File: config.mk
export PLATFORM = sky130hd
export DESIGN_NAME = decode_stage
export DESIGN_NICKNAME = d
export VERILOG_FILES = /design/src/rtl/cu_pkg.sv /design/src/rtl/cu_decode_comb.sv /design/src/rtl/decode_stage.sv
export SDC_FILE = /design/constraint.sdc
export NUM_CORES = 1
export LEC_CHECK = 0
export ABC_AREA = 1
export BUFFER_PORTS_ARGS = -buffer_cell sky130_fd_sc_hd__buf_2
export CORE_MARGIN = 8
export CORE_UTILIZATION = 53
export DETAILED_ROUTE_END_ITERATION = 8
export HOLD_SLACK_MARGIN = 0.06
export PLACE_DENSITY = 0.91
export SLEW_MARGIN = 0
export SYNTH_ARGS = -nofsm -noshare
export SYNTH_HDL_FRONTEND = slang
export SYNTH_SLANG_ARGS = --single-unit
File: constraint.sdc
create_clock -name clk -period 2 [get_ports clk]
set_input_delay 0.2 -clock clk [delete_from_list [all_inputs] [get_ports clk]]
set_output_delay 0.2 -clock clk [all_outputs]
set_load 0.05 [all_outputs]
File: src/rtl/cu_pkg.sv
// cu_pkg: opcode, ALU code, flag bit and FSM state definitions shared by the decode stage
package cu_pkg;
  localparam logic [3:0] OP_NOP = 4'd0, OP_MOV = 4'd1, OP_ADD = 4'd2, OP_SUB = 4'd3, OP_AND = 4'd4,
                         OP_OR = 4'd5, OP_ROT = 4'd6, OP_STK = 4'd7, OP_UNA = 4'd8, OP_GRP = 4'd12;
  localparam logic [3:0] ALU_NOP = 4'd0, ALU_PASS = 4'd1, ALU_ADD = 4'd2, ALU_SUB = 4'd3, ALU_AND = 4'd4,
                         ALU_OR = 4'd5, ALU_RLC = 4'd6, ALU_RRC = 4'd7, ALU_SETC = 4'd8, ALU_CLRC = 4'd9,
                         ALU_NOT = 4'd10, ALU_NEG = 4'd11, ALU_INC = 4'd12, ALU_DEC = 4'd13;
  localparam int FLG_Z = 0, FLG_N = 1, FLG_C = 2, FLG_V = 3;
  localparam logic [3:0] FM_ALL = 4'((1 << FLG_Z) | (1 << FLG_N) | (1 << FLG_C) | (1 << FLG_V));
  localparam logic [3:0] FM_ZN = 4'((1 << FLG_Z) | (1 << FLG_N));
  localparam logic [3:0] FM_C = 4'(1 << FLG_C);
  typedef enum logic {OPC, IMM} state_e;
endpackage

File: src/rtl/cu_decode_comb.sv
// cu_decode_comb: combinational instruction decode, IR in, control bundle out
// ir in; two_byte flags the opcode-12 group; remaining outputs mirror the decode_stage bundle (minus imm)
module cu_decode_comb #(
  parameter int REG_IDX_W = 2,
  localparam int IR_W = 4 + 2 * REG_IDX_W
) (
  input  logic [IR_W-1:0]      ir,
  output logic                 two_byte,
  output logic                 reg_write,
  output logic [REG_IDX_W-1:0] dst_reg,
  output logic [REG_IDX_W-1:0] src_a,
  output logic [REG_IDX_W-1:0] src_b,
  output logic [3:0]           alu_sel,
  output logic [1:0]           op2_sel,
  output logic [1:0]           wb_sel,
  output logic                 mem_read,
  output logic                 mem_write,
  output logic                 io_read,
  output logic                 io_write,
  output logic [3:0]           flag_mask,
  output logic                 illegal
);
  import cu_pkg::*;
  logic [3:0] opc, op;
  logic [REG_IDX_W-1:0] ra, rb;
  int unsigned sub;
  logic ill;
  assign opc = ir[IR_W-1 -: 4];
  assign ra = ir[IR_W-5 -: REG_IDX_W];
  assign rb = ir[REG_IDX_W-1:0];
  assign sub = 32'(ra);
  // sub-opcodes beyond 3 only exist for wider register indices and are undefined
  assign ill = (opc > OP_UNA && opc != OP_GRP) || (opc == OP_GRP && sub == 3) || (opc >= OP_ROT && sub > 3);
  assign op = ill ? OP_NOP : opc;
  assign two_byte = opc == OP_GRP;
  assign src_a = ra;
  assign src_b = rb;
  assign illegal = ill;
  always_comb begin
    reg_write = 1'b0;
    dst_reg = '0;
    alu_sel = ALU_NOP;
    op2_sel = 2'b00;
    wb_sel = 2'b00;
    mem_read = 1'b0;
    mem_write = 1'b0;
    io_read = 1'b0;
    io_write = 1'b0;
    flag_mask = 4'b0000;
    case (op)
      OP_MOV, OP_ADD, OP_SUB, OP_AND, OP_OR: begin
        reg_write = 1'b1;
        dst_reg = ra;
        alu_sel = op == OP_MOV ? ALU_PASS : op == OP_ADD ? ALU_ADD : op == OP_SUB ? ALU_SUB :
                  op == OP_AND ? ALU_AND : ALU_OR;
        flag_mask = op == OP_MOV ? 4'b0000 : (op == OP_ADD || op == OP_SUB) ? FM_ALL : FM_ZN;
      end
      OP_ROT: begin
        dst_reg = rb;
        reg_write = sub < 2;
        alu_sel = sub == 0 ? ALU_RLC : sub == 1 ? ALU_RRC : sub == 2 ? ALU_SETC : ALU_CLRC;
        flag_mask = FM_C;
      end
      OP_STK: begin
        dst_reg = rb;
        mem_write = sub == 0;
        mem_read = sub == 1;
        io_write = sub == 2;
        io_read = sub == 3;
        reg_write = sub == 1 || sub == 3;
        wb_sel = {1'b0, reg_write};
        alu_sel = (sub == 0 || sub == 2) ? ALU_PASS : ALU_NOP;
        flag_mask = sub == 1 ? FM_ZN : 4'b0000;
      end
      OP_UNA: begin
        dst_reg = rb;
        reg_write = 1'b1;
        alu_sel = sub == 0 ? ALU_NOT : sub == 1 ? ALU_NEG : sub == 2 ? ALU_INC : ALU_DEC;
        flag_mask = sub == 0 ? FM_ZN : FM_ALL;
      end
      OP_GRP: begin
        dst_reg = rb;
        reg_write = sub < 2;
        op2_sel = sub == 0 ? 2'b01 : 2'b00;
        alu_sel = sub == 0 ? ALU_PASS : ALU_NOP;
        mem_read = sub == 1;
        wb_sel = {1'b0, sub == 1};
        mem_write = sub == 2;
      end
      default: ;
    endcase
  end
endmodule

File: src/rtl/decode_stage.sv
// decode_stage: decode pipeline stage with valid/ready handshake and two-byte immediate assembly
// fetch side: in_valid/in_ready/in_word, flush; execute side: out_valid/ex_ready plus the registered bundle
module decode_stage #(
  parameter int REG_IDX_W = 2,
  parameter int DATA_W = 8,
  localparam int IR_W = 4 + 2 * REG_IDX_W,
  localparam int WORD_W = IR_W > DATA_W ? IR_W : DATA_W
) (
  input  logic                 clk,
  input  logic                 rst_n,
  input  logic                 in_valid,
  output logic                 in_ready,
  input  logic [WORD_W-1:0]    in_word,
  input  logic                 flush,
  input  logic                 ex_ready,
  output logic                 out_valid,
  output logic                 reg_write,
  output logic [REG_IDX_W-1:0] dst_reg,
  output logic [REG_IDX_W-1:0] src_a,
  output logic [REG_IDX_W-1:0] src_b,
  output logic [3:0]           alu_sel,
  output logic [1:0]           op2_sel,
  output logic [1:0]           wb_sel,
  output logic                 mem_read,
  output logic                 mem_write,
  output logic                 io_read,
  output logic                 io_write,
  output logic [3:0]           flag_mask,
  output logic [DATA_W-1:0]    imm,
  output logic                 illegal
);
  import cu_pkg::*;
  localparam int BW = 18 + 3 * REG_IDX_W;
  state_e state_q, state_d;
  logic [IR_W-1:0] ir_q, ir_d, dec_ir;
  logic [BW-1:0] b_q, b_d, dec_b;
  logic [DATA_W-1:0] imm_q, imm_d;
  logic out_valid_q, out_valid_d, xfer, two_byte;
  logic d_rw, d_mr, d_mw, d_ior, d_iow, d_ill;
  logic [REG_IDX_W-1:0] d_dst, d_sa, d_sb;
  logic [3:0] d_alu, d_fm;
  logic [1:0] d_op2, d_wb;
  assign in_ready = !out_valid_q || ex_ready;
  assign xfer = in_valid && in_ready;
  // in IMM the held opcode is decoded while the incoming word supplies the immediate
  assign dec_ir = state_q == IMM ? ir_q : in_word[IR_W-1:0];
  cu_decode_comb #(.REG_IDX_W(REG_IDX_W)) u_dec (
    .ir(dec_ir), .two_byte(two_byte), .reg_write(d_rw), .dst_reg(d_dst), .src_a(d_sa), .src_b(d_sb),
    .alu_sel(d_alu), .op2_sel(d_op2), .wb_sel(d_wb), .mem_read(d_mr), .mem_write(d_mw),
    .io_read(d_ior), .io_write(d_iow), .flag_mask(d_fm), .illegal(d_ill)
  );
  assign dec_b = {d_rw, d_dst, d_sa, d_sb, d_alu, d_op2, d_wb, d_mr, d_mw, d_ior, d_iow, d_fm, d_ill};
  assign {reg_write, dst_reg, src_a, src_b, alu_sel, op2_sel, wb_sel, mem_read, mem_write, io_read, io_write,
          flag_mask, illegal} = b_q;
  assign imm = imm_q;
  assign out_valid = out_valid_q;
  always_comb begin
    state_d = state_q;
    ir_d = ir_q;
    b_d = b_q;
    imm_d = imm_q;
    out_valid_d = out_valid_q && !ex_ready;
    if (flush) begin
      state_d = OPC;
      ir_d = '0;
      out_valid_d = 1'b0;
    end else if (xfer && state_q == OPC && two_byte) begin
      state_d = IMM;
      ir_d = in_word[IR_W-1:0];
    end else if (xfer) begin
      state_d = OPC;
      ir_d = '0;
      out_valid_d = 1'b1;
      b_d = dec_b;
      imm_d = (state_q == IMM && !d_ill) ? in_word[DATA_W-1:0] : '0;
    end
  end
  always_ff @(posedge clk or negedge rst_n) begin
    if (!rst_n) begin
      state_q <= OPC;
      ir_q <= '0;
      b_q <= '0;
      imm_q <= '0;
      out_valid_q <= 1'b0;
    end else begin
      state_q <= state_d;
      ir_q <= ir_d;
      b_q <= b_d;
      imm_q <= imm_d;
      out_valid_q <= out_valid_d;
    end
  end
endmodule

==> results of run 1 <==
[synthesized netlist by cell type (2+ instances only)]
master                    count  area share [%]
sky130_fd_sc_hd__inv_2        6             1.1
sky130_fd_sc_hd__nand4_2      2             1.3
sky130_fd_sc_hd__nor2_1      13             2.5
sky130_fd_sc_hd__o21ai_0     15             3.8
sky130_fd_sc_hd__a21oi_1      6             1.5
sky130_fd_sc_hd__nor2_2       3            0.94
sky130_fd_sc_hd__nand2_2      2            0.63
sky130_fd_sc_hd__dfrtp_1     39              49
sky130_fd_sc_hd__inv_1       23             4.3
sky130_fd_sc_hd__buf_6        3             1.7
sky130_fd_sc_hd__nand3_1     16             4.0
sky130_fd_sc_hd__nand4_1      7             2.2
sky130_fd_sc_hd__nand3_2      3             1.5
sky130_fd_sc_hd__o21ai_1      8             2.0
sky130_fd_sc_hd__nand2_1     94              18
sky130_fd_sc_hd__buf_4        6             2.3
[metrics by stage]
stage	total power, mW	hold WS, ps	area (µm²)	setup WS [ps]	instances
finish	1.88	156	2330	228	350
global route	1.97	178	2330	46.2	350
CTS	1.89	148	2320	99.0	350
detailed placement	1.40	350	2230	122	341
global placement	1.39	338	2230	229	341
floorplan	1.27	-95.6	1990	20.7	255
[final timing paths]
kind / end / cells past startpoint / start
hold reg to reg: b_q[20] / 2 / b_q[20]
setup / recovery: imm[3] / 9 / state_q
hold / removal: out_valid / 3 / in_valid
max in group asynchronous: b_q[22] / 2 / rst_n
min in group asynchronous: ir_q[7] / 2 / rst_n
setup reg to reg: imm[3] / 9 / state_q
[cell usage in the layout (no fill, tap or decap), types with 2 or more instances in the layout]
master                     count
sky130_fd_sc_hd__nand4_1       7
sky130_fd_sc_hd__nand2_2       2
sky130_fd_sc_hd__o21ai_1       8
sky130_fd_sc_hd__nor2_1       13
sky130_fd_sc_hd__nand3_2       2
sky130_fd_sc_hd__buf_4         3
sky130_fd_sc_hd__nand4_2       2
sky130_fd_sc_hd__clkbuf_8      5
sky130_fd_sc_hd__conb_1        2
sky130_fd_sc_hd__inv_1        23
sky130_fd_sc_hd__inv_2         5
sky130_fd_sc_hd__nand2_1      94
sky130_fd_sc_hd__a21oi_1       6
sky130_fd_sc_hd__clkbuf_1      2
sky130_fd_sc_hd__dfrtp_1      39
sky130_fd_sc_hd__nor2_2        3
sky130_fd_sc_hd__nand3_1      16
sky130_fd_sc_hd__o21ai_0      15
sky130_fd_sc_hd__buf_2        44
[cells by family after synthesis]
family                 synth area share [%]
buffers and inverters                  9.69
and+or+nand+nor                        32.6
AOI/OAI and AO/OA                      8.43
other                                 0.189
DFF                                    49.1
[worst max-delay path, delay by kind of cell, from the launching register on]
family                 cells  cell delay, ps
flip-flops                 1             470
AO/OA/AOI/OAI              1             260
AND/OR/NAND/NOR            7             810
buffers and inverters      1             120
[state kept, by name (all words and copies together), names as in the netlist]
signal     cells
ir_q           8
state_q        1
b_q           21
out_valid      1
imm            8
[layout make-up]
type	count	area, µm²
Clock buffer	7	76.3
Multi-Input combinational cell	177	831
Clock inverter	1	5.00
Timing Repair Buffer	49	273
Fill cell	350	1300
Tap cell	48	60.1
Sequential cell	39	976
Inverter	29	111
[metal layers]
metal  share of wire (%)  up-vias
met3                 6.9        9
met4                 2.0        0
met1                  43      827
met5                   0        -
li1                    -      899
met2                  48       54
[timing repair]
action	in CTS	in global routing
hold buffers	1	0
gates resized for setup	0	3
endpoints found under the setup margin	0	18
hold endpoints to repair	39	0
[power groups by stage]
stage,sequential (mW),combinational (mW),clock [mW]
6_report,0.876,0.507,0.493
5_1_grt,0.884,0.549,0.542
4_1_cts,0.876,0.509,0.509
3_5_place_dp,0.891,0.507,0
3_3_place_gp,0.887,0.501,0
2_1_floorplan,1.09,0.188,0
==> impl_results.rst, run 1 <==
.. list-table::
   :header-rows: 1

   * - Metric
     - Value
   * - Routability congestion estimate from global placement
     - about 0.94
   * - Cell Rows
     - 22
   * - Clk pin slew, worst setup/hold paths
     - ~70 ps
   * - Number of placed I/O pins
     - 47
   * - Starting utilization of the core area
     - 54.7%
   * - Required time worst endpoint
     - between 2000 and 2500 ps
   * - Horizontal die dimension
     - 77.2 µm
   * - Grt ovf
     - 0
   * - Clock latency reported for the late side of the worst-skew pair
     - 290 ps
   * - CP Launch Type
     - flip-flop
   * - Kind of end point of the critical path
     - flip-flop
   * - Total wire length
     - 4.55 mm
   * - Unrepaired setup endpoints after global routing
     - false
   * - Clock tree from TritonCTS
     - done
   * - Share of final-layout standard cells stronger than drive strength 1
     - 24.2%
   * - Met3 Usage GRT
     - 5.94%
   * - Global-route total usage across every layer
     - 16.2%
   * - Delay of the slowest cell on the worst path
     - ~470 ps
   * - HPWL after DPL
     - 3.53 mm
   * - Die footprint
     - 5970 µm²
   * - Count of flip-flops with a built-in enable after synthesis
     - 0
   * - Routing layer with the top usage in global route
     - met2
   * - Power density normalized to cell area
     - 804 nW/µm²
   * - Maximum number of pins on one net before global-route repair
     - 40
   * - R2r setup slk
     - between 200 and 250 ps
   * - Final worst-path cycle share
     - between 80% and 90%
   * - Classification of the worst-slack hold path
     - in2reg
   * - Via count of the first global-routing pass
     - 1,842
   * - Number of optimization iterations in the first detailed-route pass
     - 4
   * - Final critical-path required period
     - 1770 ps
   * - Mapped cell area
     - 1990 µm²
   * - Kind of critical path
     - reg2reg
   * - Total clock buffers created by CTS
     - 5
   * - TritonCTS Sinks
     - 39
   * - DRC violation total after the first TritonRoute iteration
     - 93
   * - Antenna violations before repair
     - 0
   * - Most Frequent Cell on Critical Path
     - sky130_fd_sc_hd__nand2_1
   * - Synthesized netlist cell count
     - between 200 and 300
   * - Clock Path Buffers
     - 2
   * - Syn avg cell area
     - roughly 7.8 µm²
   * - Crit path arrival time
     - 1950 ps
   * - Leakage
     - 1.35 nW
   * - Most frequently used flop master after synthesis
     - sky130_fd_sc_hd__dfrtp_1
   * - # Max-Cap Violations
     - 0
   * - Met2 track demand over resource in global routing
     - between 20 and 30%
   * - Count of final hold-check violations
     - 0
   * - First-pass GRT wire length
     - 7.97 mm
   * - Pint
     - 1.20 mW
   * - Post-Route Utilization
     - 64.2%
   * - Total setup violations reported at the end of the flow
     - 0
   * - Total net switching power
     - 0.673 mW
   * - Layout-stage area growth over the synthesis result
     - 17.3%
   * - Switching portion of total power
     - 35.9%
   * - # Post-CTS Setup Buffers
     - 0
   * - Rel. slew slack
     - 44.5%
   * - Syn. warnings
     - 0
   * - Maximum resistive drop on vdd
     - 0.469 mV
   * - Relative contribution of combinational cells to total power
     - 27.0%
   * - Average via count per standard cell
     - 5.11
   * - Clock root buffer
     - sky130_fd_sc_hd__clkbuf_8
   * - Number of port buffers
     - 44
   * - Total number of nets in the final design
     - 314
   * - Total negative slack
     - 0 ps
   * - Transition at the pin with the smallest max-transition slack
     - 833 ps
   * - Cell with the largest stage delay on the worst path
     - sky130_fd_sc_hd__dfrtp_1
   * - Highest clock rate
     - 0.564 GHz
   * - Number of vias after detailed routing
     - 1,789
   * - DRC violation count after routing
     - 0
   * - Clock share of power
     - about a quarter
   * - Count of pins over their slew limit
     - 0
   * - Floorplan Core Area
     - 3630 µm²
   * - Sequential area share after synthesis
     - 49.1%
   * - Post-synth cell types
     - 24
   * - Crit path max fanout
     - 8
   * - Average wire per standard cell
     - around 13 µm
   * - Run status
     - finished, final reports clean
   * - Share of total power in sequential cells
     - 46.7%
   * - ANT nets after route
     - 0
   * - Met1 routing resource usage after global routing
     - 17.7%
   * - Share of synthesized flip-flops with an asynchronous set or reset
     - between 90% and 100%
   * - CP cell instances
     - inv_2, nand2_1, nand2_2, nor2_2, nand2_1, o22ai_1, nor2_2, nand3_1, nand2_1
   * - FF+latch count, synth
     - 39
   * - Final antenna diode count
     - 0
   * - Vertical die dimension
     - 77.2 µm
   * - Post-route clock skew
     - between 4 and 5 ps
   * - Maximum level of the CTS H-tree
     - 2
Note: power is estimated with default switching activity, not from simulation.
==> run 2, diff against run 1 <==
- CORE_ASPECT_RATIO: not set -> 0.9
==> impl_results.rst, run 2 (synthesis gave the netlist of run 1 again) <==
.. list-table::
   :header-rows: 1

   * - Metric
     - Value
   * - Share of final-layout standard cells stronger than drive strength 1
     - 24.8%
   * - CP Launch Type
     - flip-flop
   * - Smallest hold slack
     - roughly 150 ps
   * - Filler-free cell count of the finished design
     - approximately 350
   * - Required time worst endpoint
     - approximately 2200 ps
   * - Rel. slew slack
     - between 40 and 50%
   * - # Post-CTS Setup Buffers
     - 0
   * - Most frequent cells in the layout
     - sky130_fd_sc_hd__nand2_1 (94), sky130_fd_sc_hd__buf_2 (44), sky130_fd_sc_hd__dfrtp_1 (39), sky130_fd_sc_hd__inv_1 (23), sky130_fd_sc_hd__nand3_1 (16)
   * - Final cell area excluding filler cells
     - 2360 µm²
   * - R2r setup slk
     - 210 ps
   * - Antenna violations before repair
     - 0
   * - Total setup violations reported at the end of the flow
     - 0
   * - Kind of critical path
     - reg2reg
   * - Source of the worst hold timing path
     - in_word[5]
   * - Layout-stage area growth over the synthesis result
     - 18.5%
   * - Number of flip-flops under the largest register name
     - 21
   * - Routability congestion estimate from global placement
     - 0.945
   * - Number of cells traversed by the worst hold path
     - 3
   * - Grt ovf
     - 0
   * - Clk pin slew, worst setup/hold paths
     - 80 ps
   * - ANT nets after route
     - 0
   * - Filler cell count in the final layout
     - 338
   * - Total clock buffers created by CTS
     - 5
   * - Total number of nets in the final design
     - 314
   * - Crit path max fanout
     - 11
   * - Worst Hold Endpoint
     - imm[5]
   * - Average via count per standard cell
     - 5.27
   * - First-pass GRT wire length
     - 8.05 mm
   * - Unrepaired setup endpoints after global routing
     - false
   * - Vertical die dimension
     - 74.1 µm
   * - Leakage
     - 1.37 nW
   * - Clock root buffer
     - sky130_fd_sc_hd__clkbuf_8
   * - Run status
     - finished, final reports clean
   * - Total negative slack
     - 0 ps
   * - Number of vias after detailed routing
     - ~1,800
   * - Post-Route Utilization
     - 64.5%
   * - Post-route clock skew
     - 5.79 ps
   * - Via count of the first global-routing pass
     - 1,819
   * - Final critical-path required period
     - 1790 ps
   * - Startpoint of the worst register-to-register path
     - state_q
   * - TritonCTS Sinks
     - 39
   * - Highest clock rate
     - 0.558 GHz
   * - DRC violation count after routing
     - 0
   * - Transition at the pin with the smallest max-transition slack
     - 844 ps
   * - Cell Rows
     - 21
   * - Commonest non-fill, non-tap cell in the layout
     - sky130_fd_sc_hd__nand2_1
   * - Reg with most FFs
     - b_q
   * - Cell depth of the worst flop-to-flop path
     - 10
   * - Global-route total usage across every layer
     - 17.1%
   * - Horizontal die dimension
     - ~81 µm
   * - Number of placed I/O pins
     - 47
   * - Clock latency reported for the late side of the worst-skew pair
     - 290 ps
   * - Maximum level of the CTS H-tree
     - 2
   * - Clock tree from TritonCTS
     - done
   * - HPWL after DPL
     - about 3.7 mm
   * - Number of optimization iterations in the first detailed-route pass
     - 6
   * - Classification of the worst-slack hold path
     - in2reg
   * - Count of final hold-check violations
     - 0
   * - Starting utilization of the core area
     - a little over half
   * - Kind of end point of the critical path
     - flip-flop
   * - DRC violation total after the first TritonRoute iteration
     - 171
   * - Floorplan Core Area
     - 3650 µm²
   * - Number of port buffers
     - between 40 and 50
   * - Clock Path Buffers
     - 2
   * - Total wire length
     - 4.73 mm
   * - Maximum number of pins on one net before global-route repair
     - 40
   * - Final antenna diode count
     - 0
   * - Power density normalized to cell area
     - 873 nW/µm²
   * - Count of pins over their slew limit
     - 0
   * - Average wire per standard cell
     - approximately 14 µm
   * - Die footprint
     - between 5000 and 6000 µm²
   * - R2R Path End
     - b_q[22]
   * - # Max-Cap Violations
     - 0
   * - Maximum resistive drop on vdd
     - 0.545 mV
   * - Placed Cells incl. Taps
     - about 340
   * - Final worst-path cycle share
     - 89.6%
   * - Crit path arrival time
     - 1970 ps
   * - Standard cell area after detailed placement
     - 2230 µm²
run 2: how the worst max path moves through the flow:
stage | start | end | slack, ps | depth (start not counted)
6_report | state_q | b_q[22] | 210 | 10
5_1_grt | state_q | b_q[2] | 10 | 9
4_1_cts | state_q | imm[3] | 230 | 9
3_5_place_dp | state_q | imm[3] | 240 | 9
3_3_place_gp | state_q | b_q[21] | 300 | 9
2_1_floorplan | out_valid | b_q[22] | 20 | 9
run 2: power breakdown:
| group | leakage, nW | internal (mW) | switching, mW | total, mW |
|---|---|---|---|---|
| Combinational | 0.783 | 0.111 | 0.396 | 0.508 |
| Clock | 0.0612 | 0.403 | 0.270 | 0.674 |
| Sequential | 0.527 | 0.845 | 0.0301 | 0.875 |
| Total | 1.37 | 1.36 | 0.697 | 2.06 |
run 2: timing repair:
item | 4_1_cts | 5_1_grt
endpoints found under the hold margin | 39 | 0
endpoints found under the setup margin | 0 | 0
resized for setup | 0 | 0
hold buffers | 1 | 0
run 2: worst max-delay path: stages (launching register included):
cell and delay, ps:
sky130_fd_sc_hd__dfrtp_1 510, sky130_fd_sc_hd__inv_2 130, sky130_fd_sc_hd__nand2_1 90, sky130_fd_sc_hd__nand2_1 120
sky130_fd_sc_hd__buf_4 200, sky130_fd_sc_hd__nand4_1 110, sky130_fd_sc_hd__nand2_1 100, sky130_fd_sc_hd__nor2_1 190
sky130_fd_sc_hd__nand2_1 90, sky130_fd_sc_hd__nand2_1 60, sky130_fd_sc_hd__nand3_1 70
run 2: layer usage:
metal | vias up | global-route usage, % | part of all wire (%)
met5 | - | 0 | 0
li1 | 894 | - | -
met2 | 76 | 28.5 | 47
met1 | 849 | 19.9 | 43
met4 | 0 | 5.85 | 1.9
met3 | 14 | 6.28 | 8.7
run 2: area by class of cell:
| type | instances | area (µm²) | area share (%) |
|---|---|---|---|
| repair buffers | 49 | 273 | 11.6 |
| clock buffers | 6 | 82.6 | 3.51 |
| clock inverters | 2 | 35.0 | 1.49 |
| flip-flops and latches | 39 | 976 | 41.4 |
| well taps | 46 | 57.6 | 2.44 |
| multi-input cells | 177 | 823 | 34.9 |
| inverters | 29 | 109 | 4.62 |
run 2: stage by stage:
step | total power, mW | setup slack [ps]
2_1_floorplan | 1.27 | 20.7
3_3_place_gp | 1.39 | 305
3_5_place_dp | 1.40 | 241
4_1_cts | 2.07 | 232
5_1_grt | 2.15 | 11.2
6_report | 2.06 | 209
==> run 3, diff against run 2 <==
- clock period: 2 -> 1.7 ns (I/O delays scaled with it)
==> impl_results.rst, run 3 (synthesis gave the netlist of run 1 again) <==
.. list-table::
   :header-rows: 1

   * - Metric
     - Value
   * - Power density normalized to cell area
     - 917 nW/µm²
   * - CP Launch Type
     - flip-flop
   * - Share of total power in sequential cells
     - 44.7%
   * - Most Frequent Cell on Critical Path
     - sky130_fd_sc_hd__nand2_1
   * - Commonest non-fill, non-tap cell in the layout
     - sky130_fd_sc_hd__nand2_1
   * - HPWL after DPL
     - about 3.6 mm
   * - Final worst-path cycle share
     - 101%
   * - Final antenna diode count
     - 0
   * - Clock root buffer
     - sky130_fd_sc_hd__clkbuf_8
   * - Layout-stage area growth over the synthesis result
     - 26.3%
   * - Cell Rows
     - 21
   * - Antenna violations before repair
     - 0
   * - Final critical-path required period
     - between 1500 and 2000 ps
   * - Average wire per standard cell
     - ~15 µm
   * - Classification of the worst-slack hold path
     - in2reg
   * - Switching portion of total power
     - a little under two fifths
   * - Count of pins over their slew limit
     - 0
   * - # Max-Cap Violations
     - 0
   * - Total negative slack
     - -15.5 ps
   * - Share of final-layout standard cells stronger than drive strength 1
     - 31.3%
   * - Die footprint
     - 5970 µm²
   * - Global-route total usage across every layer
     - 17.8%
   * - Maximum level of the CTS H-tree
     - 2
   * - Floorplan Core Area
     - 3650 µm²
   * - Clk pin slew, worst setup/hold paths
     - 80 ps
   * - CP cell instances
     - inv_4, nand2_1, nand2_4, buf_8, inv_2, nand3_2, nand2_1, nor2_1, nand4_1, nand2_1, nand2_1
   * - Via count of the first global-routing pass
     - roughly 1,900
   * - Number of flip-flops under the largest register name
     - 21
   * - Highest clock rate
     - 0.583 GHz
   * - Grt ovf
     - 0
   * - Maximum resistive drop on vdd
     - between 0.5 and 0.6 mV
   * - TritonCTS Sinks
     - 39
   * - Filler-free cell count of the finished design
     - 356
   * - DRC violation count after routing
     - 0
   * - Crit path max fanout
     - 8
   * - Horizontal die dimension
     - 80.6 µm
   * - Average via count per standard cell
     - 5.39
   * - Total number of nets in the final design
     - about 320
   * - Number of placed I/O pins
     - 47
   * - Clock share of power
     - 26.7%
   * - Delay of the slowest cell on the worst path
     - 480 ps
   * - Starting utilization of the core area
     - 54.4%
   * - DRC violation total after the first TritonRoute iteration
     - 150
   * - Count of final hold-check violations
     - 0
   * - Unrepaired setup endpoints after global routing
     - true
   * - Total setup violations reported at the end of the flow
     - 1
   * - Kind of end point of the critical path
     - flip-flop
   * - Most frequent cells in the layout
     - sky130_fd_sc_hd__nand2_1 (87), sky130_fd_sc_hd__buf_2 (44), sky130_fd_sc_hd__dfrtp_1 (37), sky130_fd_sc_hd__inv_1 (23)
   * - Clock latency reported for the late side of the worst-skew pair
     - 300 ps
   * - Transition at the pin with the smallest max-transition slack
     - roughly 840 ps
   * - Rel. slew slack
     - 44.1%
   * - Total net switching power
     - 0.866 mW
   * - Total clock buffers created by CTS
     - 5
   * - Kind of critical path
     - reg2reg
   * - ANT nets after route
     - 0
   * - Reg with most FFs
     - b_q
   * - Placed Cells incl. Taps
     - 343
   * - Vertical die dimension
     - around 74 µm
   * - First-pass GRT wire length
     - 8.45 mm
   * - Run status
     - finished, violations left
   * - Post-route setup slack
     - -15.5 ps
   * - Number of vias after detailed routing
     - 1,918
   * - Crit path arrival time
     - 1910 ps
   * - Total wire length
     - 5.42 mm
   * - Clock Path Buffers
     - 2
   * - Number of optimization iterations in the first detailed-route pass
     - 6
   * - Number of port buffers
     - 44
   * - Pint
     - ~1.4 mW
   * - Cell with the largest stage delay on the worst path
     - sky130_fd_sc_hd__dfrtp_2
   * - Violations in the final reports
     - negative setup slack
   * - Routability congestion estimate from global placement
     - 0.901
   * - Clock tree from TritonCTS
     - done
   * - Relative contribution of combinational cells to total power
     - 28.6%
   * - Required time worst endpoint
     - 1890 ps
   * - Post-route clock skew
     - 3.69 ps
   * - Maximum number of pins on one net before global-route repair
     - 40
   * - DP Worst Slack
     - -44.5 ps
   * - Leakage
     - approximately 1.4 nW
-- run 3: repair_timing --
action	CTS	global route
hold endpoints to repair	39	0
hold buffers	1	0
pin swaps	0	9
gates cloned	0	1
resized for setup	3	25
setup buffers	0	3
setup endpoints to repair	12	29
-- run 3: cell type report --
type,count,area [µm²]
Timing Repair Buffer,57,365
Clock buffer,5,68.8
Inverter,29,114
Clock inverter,3,15.0
Fill cell,293,1140
Sequential cell,39,978
Tap cell,46,57.6
Multi-Input combinational cell,177,912
-- run 3: path summary, 6_finish.rpt --
kind / startpoint / cells past startpoint / to / slack (ps)
setup / recovery: state_q / 11 / b_q[23] / -20
hold / removal: in_word[1] / 3 / imm[1] / 110
setup reg to reg: state_q / 11 / b_q[23] / -20
hold reg to reg: b_q[23] / 2 / b_q[23] / 480
max in group asynchronous: rst_n / 2 / state_q / 610
min in group asynchronous: rst_n / 2 / out_valid / 510
-- run 3: metal layers --
metal  part of all wire, %  GRT usage [%]  vias to the layer above
met5                     0              0                        -
met4                   2.1           8.87                        0
met3                   7.4           5.80                       12
met2                    51           29.0                       77
met1                    40           20.7                      920
li1                      -              -                      909
-- run 3: metrics by stage --
stage / hold WS, ps / total power, mW / area [µm²] / util (%)
2_1_floorplan: -126 / 1.50 / 2000 / -
3_3_place_gp: 310 / 1.64 / 2260 / 61.9
3_5_place_dp: 321 / 1.65 / 2260 / 61.9
4_1_cts: 112 / 2.26 / 2370 / 64.9
5_1_grt: 134 / 2.39 / 2510 / 68.8
6_report: 114 / 2.30 / 2510 / 68.8
-- run 3: power by group through the flow --
stage	Clock (mW)	Combinational [mW]	Sequential (mW)
after detailed placement	0	0.605	1.05
after global routing	0.648	0.703	1.04
after floorplan	0	0.222	1.28
after CTS	0.618	0.611	1.03
final	0.614	0.658	1.03
after global placement	0	0.597	1.04
-- run 3: critical path: cells and delay by family, from the launching register on --
kind / cells / cell delay, ps
AND/OR/NAND/NOR: 8 / 850
flip-flops: 1 / 480
buffers and inverters: 3 / 280
